<file path="src/rtl/sram_axi_bridge.sv">
// SRAM-style core ports to a single-beat AXI master, one transaction outstanding at a time.
// Optional macro BRIDGE_WBUF_EN: stores retire on AW+W and the B response is tracked in the background.
module sram_axi_bridge (
  input  logic        clk,
  input  logic        rst,
  input  logic        inst_sram_en,
  input  logic [31:0] inst_sram_addr,
  output logic [31:0] inst_sram_rdata,
  input  logic        data_sram_en,
  input  logic [3:0]  data_sram_wen,
  input  logic [31:0] data_sram_addr,
  input  logic [31:0] data_sram_wdata,
  output logic [31:0] data_sram_rdata,
  output logic        stallreq,
  output logic [3:0]  arid,
  output logic [31:0] araddr,
  output logic [2:0]  arsize,
  output logic        arvalid,
  input  logic        arready,
  input  logic [3:0]  rid,
  input  logic [31:0] rdata,
  input  logic        rvalid,
  output logic        rready,
  output logic [31:0] awaddr,
  output logic [2:0]  awsize,
  output logic        awvalid,
  input  logic        awready,
  output logic [31:0] wdata,
  output logic [3:0]  wstrb,
  output logic        wvalid,
  input  logic        wready,
  input  logic        bvalid,
  output logic        bready
);
  // state | meaning
  // IDLE  | no transaction; a request is captured and stall raised in the same cycle
  // D_RD  | load: AR id=1, wait for R id=1
  // D_WR  | store: AW and W independently, then B (or buffered B)
  // I_RD  | fetch: AR id=0, wait for R id=0
  // DONE  | one unstalled cycle so the core consumes the held rdata
  typedef enum logic [2:0] {IDLE, D_RD, D_WR, I_RD, DONE} state_t;

  state_t      state_q, state_d;
  logic        fetch_q, fetch_d;
  logic [31:0] iaddr_q, iaddr_d, daddr_q, daddr_d, dwdata_q, dwdata_d;
  logic [3:0]  dwen_q, dwen_d;
  logic [31:0] irdata_q, irdata_d, drdata_q, drdata_d;
  logic        ar_done_q, ar_done_d, aw_done_q, aw_done_d, w_done_q, w_done_d;
  logic        req, ar_hs, aw_hs, w_hs, aw_fin, w_fin, wr_fin, r_hit_d, r_hit_i;
  logic        b_block;

  assign req    = inst_sram_en | data_sram_en;
  assign ar_hs  = arvalid & arready;
  assign aw_hs  = awvalid & awready;
  assign w_hs   = wvalid & wready;
  assign aw_fin = aw_done_q | aw_hs;
  assign w_fin  = w_done_q | w_hs;
  // R is only accepted after our own AR went out, so stale beats cannot complete a read
  assign r_hit_d = (state_q == D_RD) & rvalid & ar_done_q & (rid == 4'd1);
  assign r_hit_i = (state_q == I_RD) & rvalid & ar_done_q & (rid == 4'd0);

`ifdef BRIDGE_WBUF_EN
  logic bpend_q, bpend_d;

  assign wr_fin  = aw_fin & w_fin;
  assign b_block = bpend_q;

  always_comb begin
    bpend_d = bpend_q;
    if (bvalid & bready) bpend_d = 1'b0;
    if ((state_q == D_WR) & wr_fin & ~bvalid) bpend_d = 1'b1;
  end

  always_ff @(posedge clk or negedge rst) begin
    if (!rst) bpend_q <= 1'b0;
    else      bpend_q <= bpend_d;
  end
`else
  assign wr_fin  = aw_fin & w_fin & bvalid;
  assign b_block = 1'b0;
`endif

  always_ff @(posedge clk or negedge rst) begin
    if (!rst) begin
      state_q   <= IDLE;
      fetch_q   <= 1'b0;
      iaddr_q   <= 32'h0;
      daddr_q   <= 32'h0;
      dwdata_q  <= 32'h0;
      dwen_q    <= 4'h0;
      irdata_q  <= 32'h0;
      drdata_q  <= 32'h0;
      ar_done_q <= 1'b0;
      aw_done_q <= 1'b0;
      w_done_q  <= 1'b0;
    end else begin
      state_q   <= state_d;
      fetch_q   <= fetch_d;
      iaddr_q   <= iaddr_d;
      daddr_q   <= daddr_d;
      dwdata_q  <= dwdata_d;
      dwen_q    <= dwen_d;
      irdata_q  <= irdata_d;
      drdata_q  <= drdata_d;
      ar_done_q <= ar_done_d;
      aw_done_q <= aw_done_d;
      w_done_q  <= w_done_d;
    end
  end

  always_comb begin
    state_d = state_q;
    case (state_q)
      IDLE: begin
        if (data_sram_en)      state_d = (data_sram_wen != 4'd0) ? D_WR : D_RD;
        else if (inst_sram_en) state_d = I_RD;
      end
      D_RD:    if (r_hit_d) state_d = fetch_q ? I_RD : DONE;
      D_WR:    if (wr_fin)  state_d = fetch_q ? I_RD : DONE;
      I_RD:    if (r_hit_i) state_d = DONE;
      DONE:    state_d = IDLE;
      default: state_d = IDLE;
    endcase
  end

  always_comb begin
    fetch_d  = fetch_q;
    iaddr_d  = iaddr_q;
    daddr_d  = daddr_q;
    dwdata_d = dwdata_q;
    dwen_d   = dwen_q;
    irdata_d = irdata_q;
    drdata_d = drdata_q;
    if ((state_q == IDLE) & req) begin
      fetch_d  = inst_sram_en;
      iaddr_d  = inst_sram_addr;
      daddr_d  = data_sram_addr;
      dwdata_d = data_sram_wdata;
      dwen_d   = data_sram_wen;
    end
    if (r_hit_d) drdata_d = rdata;
    if (r_hit_i) irdata_d = rdata;
    // per-phase handshake tracking restarts on every state change
    ar_done_d = ar_done_q | ar_hs;
    aw_done_d = aw_done_q | aw_hs;
    w_done_d  = w_done_q | w_hs;
    if (state_d != state_q) begin
      ar_done_d = 1'b0;
      aw_done_d = 1'b0;
      w_done_d  = 1'b0;
    end
  end

  always_comb begin
    stallreq = 1'b0;
    arid     = 4'd0;
    araddr   = 32'h0;
    arvalid  = 1'b0;
    rready   = 1'b0;
    awaddr   = 32'h0;
    awvalid  = 1'b0;
    wdata    = 32'h0;
    wstrb    = 4'h0;
    wvalid   = 1'b0;
    bready   = b_block;
    case (state_q)
      IDLE: stallreq = req;
      D_RD: begin
        stallreq = 1'b1;
        arid     = 4'd1;
        araddr   = daddr_q;
        arvalid  = ~ar_done_q & ~b_block;
        rready   = 1'b1;
      end
      I_RD: begin
        stallreq = 1'b1;
        araddr   = iaddr_q;
        arvalid  = ~ar_done_q & ~b_block;
        rready   = 1'b1;
      end
      D_WR: begin
        stallreq = 1'b1;
        awaddr   = daddr_q;
        wdata    = dwdata_q;
        wstrb    = dwen_q;
        awvalid  = ~aw_done_q & ~b_block;
        wvalid   = ~w_done_q & ~b_block;
        bready   = 1'b1;
      end
      default: ;
    endcase
    if (!rst) stallreq = 1'b0;
  end

  assign arsize          = 3'd2;
  assign awsize          = 3'd2;
  assign inst_sram_rdata = irdata_q;
  assign data_sram_rdata = drdata_q;

endmodule

</file>
<file path="config.mk">
export PLATFORM = sky130hd
export DESIGN_NAME = sram_axi_bridge
export DESIGN_NICKNAME = d
export VERILOG_FILES = /design/src/rtl/sram_axi_bridge.sv
export SDC_FILE = /design/constraint.sdc
export NUM_CORES = 1
export LEC_CHECK = 0
export ABC_AREA = 1
export CAP_MARGIN = 30
export CORE_AREA = 2 2 136 138
export DETAILED_ROUTE_END_ITERATION = 12
export DIE_AREA = 0 0 138 140
export GPL_TIMING_DRIVEN = 0
export PLACE_DENSITY_LB_ADDON = 0.08
export SLEW_MARGIN = 20
export SYNTH_ARGS = -nofsm -noshare
export SYNTH_HDL_FRONTEND = slang
export SYNTH_SLANG_ARGS = --single-unit
</file>
<file path="constraint.sdc">
create_clock -name clk -period 1.81 [get_ports clk]
set_input_delay 0.4525 -clock clk [delete_from_list [all_inputs] [get_ports clk]]
set_output_delay 0.4525 -clock clk [all_outputs]
set_load 0.01 [all_outputs]
</file>
==> results.sh <==
export IMPL_cp_slowest_stage_delay_ns=0.40
export IMPL_yosysWarnings=0
export IMPL_port_buffers=315
export IMPL_ys_seq_area_share_pct=58.1
export IMPL_area_delta_synth_final_pct=69.6
export IMPL_grt_max_degree=90
export IMPL_maxCapViolCount=0
export IMPL_synth_area_leaders="dfrtp_1 (58%), nand2_1 (14%), o21ai_0 (9.1%)"
export IMPL_arrival_ns=1.83
export IMPL_finalNetCount=1431
export IMPL_synth_seq_cells=171
export IMPL_p_comb_share_pct=50.3
export IMPL_busiest_layer="met2"
export IMPL_dp_hpwl_mm=17.0
export IMPL_ant_nets=0
export IMPL_cellPowerDensity_nw_per_um2=1560
export IMPL_crit_fanout=6
export IMPL_grtUsageMet2_pct=40.4
export IMPL_synth_top_area_share_pct=58.1
export IMPL_crit_top_cell="buf_6"
export IMPL_insertion_delay_ns=0.42
export IMPL_swShare_pct=38.3
export IMPL_cts_sinks=171
export IMPL_leakagePower_uw=0.00703
export IMPL_gp_congestion=0.849
export IMPL_fin_crit_ns=2.29
export IMPL_start_kind="register"
export IMPL_ios=325
export IMPL_grtUsageTotal_pct=25.2
export IMPL_start_util_pct=41.4
export IMPL_synth_distinct_cells=23
export IMPL_seq_power_share_pct=29.6
export IMPL_drt_pass1_iter_count=4
export IMPL_critPathTopFamily="buffers and inverters"
export IMPL_grt_ovfl_total=0
export IMPL_setup_slack_ns=-0.477
export IMPL_clock_power_share_pct=20.2
export IMPL_reg2reg_setup_slack_ns=-0.16
export IMPL_drc=0
export IMPL_dieHeight_um=140
export IMPL_tightest_slew_ns=0.819
export IMPL_timing_slew_headroom_pct=45.2
export IMPL_dieArea_sq_um=19300
export IMPL_fin_area_sq_um=12500
export IMPL_clock_skew_ns=0.00786
export IMPL_postPlaceCellArea_sq_um=10900
export IMPL_syn_avg_cell_area_sq_um=8.17
export IMPL_cp_slowest_cell="dfrtp_1"
export IMPL_status="complete, but fails checks"
export IMPL_antenna_found_initial=1
export IMPL_htree_levels=4
export IMPL_timing_final_crit_share_pct=126
export IMPL_drive_gt1_share_pct=25.0
export IMPL_cts_buffers=17
export IMPL_grt_pass1_vias=7108
export IMPL_rows=49
export IMPL_clk_pin_slew_ns=0.07
export IMPL_hold_path_class="in -> async"
export IMPL_switchingPower_uw=7460
export IMPL_violations="hold timing, setup timing"
export IMPL_hold_violations=69
export IMPL_post_route_util_pct=70.3
export IMPL_yosys_area_top_type="dfrtp_1"
export IMPL_drv_slew=0
export IMPL_syn_instance_count=902
export IMPL_use_met3_pct=8.17
export IMPL_via_per_inst=4.69
export IMPL_drtIter0Drc=320
export IMPL_clockBufferDepth=2
export IMPL_finalPower_uw=19500
export IMPL_die_w_um=138
export IMPL_grtUsageMet1_pct=32.2
export IMPL_whs_ns=-0.0590
export IMPL_root_buffer="clkbuf_16"
export IMPL_coreArea_sq_um=17800
export IMPL_crit_required_ns=1.36
export IMPL_path_class="reg -> out"
export IMPL_intPower_uw=12000
export IMPL_vias=7161
export IMPL_rsz0062_at_grt="yes"
export IMPL_routed_wl_mm=25.2
export IMPL_wire_per_inst_um=16.5
export IMPL_finalSetupViolCount=110
export IMPL_syn_area_sq_um=7370
export IMPL_cts_tree="yes"
export IMPL_max_clock_freq_ghz=0.437
export IMPL_critPathCaptureType="output pin"
export IMPL_peakVddDrop_v=0.000868
export IMPL_cp_num_buf_inv=5
export IMPL_grt_pass1_wl_mm=38.4
export IMPL_crit_chain="inv_4, buf_6, nor2_4, buf_6, buf_12, nand2_4, o21ai_1, buf_2"
[worst register-to-register path, delay by kind of cell (launching register included)]
kind	cells	cell delay (ns)
buffers and inverters	5	0.60
flip-flops	1	0.44
AND/OR/NAND/NOR	9	0.88
[metrics by stage]
| step | setup TNS (ns) | worst slack, ns | instances | hold slack (ns) |
|---|---|---|---|---|
| final | -33.26 | -0.477 | 1528 | -0.0590 |
| after global routing | -44.93 | -0.525 | 1528 | -0.0482 |
| after CTS | -33.39 | -0.416 | 1514 | -0.0279 |
| after detailed placement | -108.85 | -0.964 | 1454 | 0.458 |
| after global placement | -1312.10 | -7.04 | 1453 | 0.454 |
| after floorplan | 0 | 0.145 | 909 | 0.157 |
[repair_timing]
item,in CTS,in global routing
hold endpoints to repair,51,18
gates cloned,4,5
setup endpoints to repair,197,325
resized for setup,554,249
pin swaps,4,13
setup buffers,25,15
[state kept, by name (all words and copies together), names as in the netlist]
signal	flops
ar_done_q	1
aw_done_q	1
daddr_q	32
data_sram_rdata	32
dwdata_q	32
dwen_q	4
fetch_q	1
iaddr_q	32
inst_sram_rdata	32
state_q	3
w_done_q	1
[per-layer routing]
layer	up-vias	wire length (um)
li1	3520	-
met5	-	0
met1	3362	10400
met4	0	516
met3	32	2020
met2	247	12200
[power by group through the flow]
stage | combinational, uW | clock, uW | sequential [uW]
after floorplan | 3600 | 0 | 5700
after global placement | 7660 | 0 | 5680
after detailed placement | 7750 | 0 | 5710
after CTS | 8170 | 4000 | 5680
after global routing | 10600 | 4170 | 5890
final | 9790 | 3930 | 5760
[path summary, 6_finish.rpt]
path | cells past startpoint | from | to
max reg2reg | 14 | state_q[2] | ar_done_q
min | 1 | rst | data_sram_rdata[4]
max | 8 | state_q[0] | araddr[2]
min reg2reg | 2 | iaddr_q[14] | iaddr_q[14]
max in group asynchronous | 2 | rst | dwdata_q[0]
min in group clk | 2 | iaddr_q[14] | iaddr_q[14]
[layout by cell type (no fill, tap or decap), drive strengths merged]
| master | n |
|---|---|
| dlymetal6s2s | 52 |
| nor2 | 83 |
| conb | 9 |
| o22ai | 1 |
| dlygate4sd3 | 1 |
| clkdlybuf4s50 | 154 |
| bufinv | 4 |
| a21oi | 6 |
| dlygate4sd2 | 1 |
| nor3 | 1 |
| nand4 | 3 |
| clkinv | 3 |
| clkbuf | 48 |
| inv | 125 |
| nand3 | 8 |
| buf | 178 |
| a31oi | 2 |
| diode | 1 |
| nand2 | 280 |
| a21boi | 1 |
| bufbuf | 1 |
| dfrtp | 171 |
| o21ai | 166 |
[final cells by class]
| type | count | area, sq um |
|---|---|---|
| Timing Repair Buffer | 363 | 3600 |
| Buffer | 50 | 397 |
| Fill cell | 1448 | 5280 |
| Clock inverter | 9 | 160 |
| Inverter | 123 | 482 |
| Antenna cell | 1 | 2.50 |
| Clock buffer | 22 | 474 |
| Sequential cell | 171 | 4280 |
| Tap cell | 229 | 287 |
| Multi-Input combinational cell | 560 | 2810 |
[Yosys cell counts, drive strengths merged]
cell    count
nand2     280
dfrtp     171
o21ai     166
inv       123
nor2       83
buf        40
clkbuf     16
nand3       7
a21oi       6
nand4       3
a31oi       2
conb        2
a21boi      1
nor3        1
o22ai       1
[logic make-up after synthesis]
group	Yosys count	share of synthesized area, %
AND/OR/NAND/NOR	374	19.6
buffers and inverters	179	10.1
other	2	0.102
flip-flops	171	58.1
AO/OA/AOI/OAI	176	12.2
No activity file was read; power rests on OpenSTA's default activity.
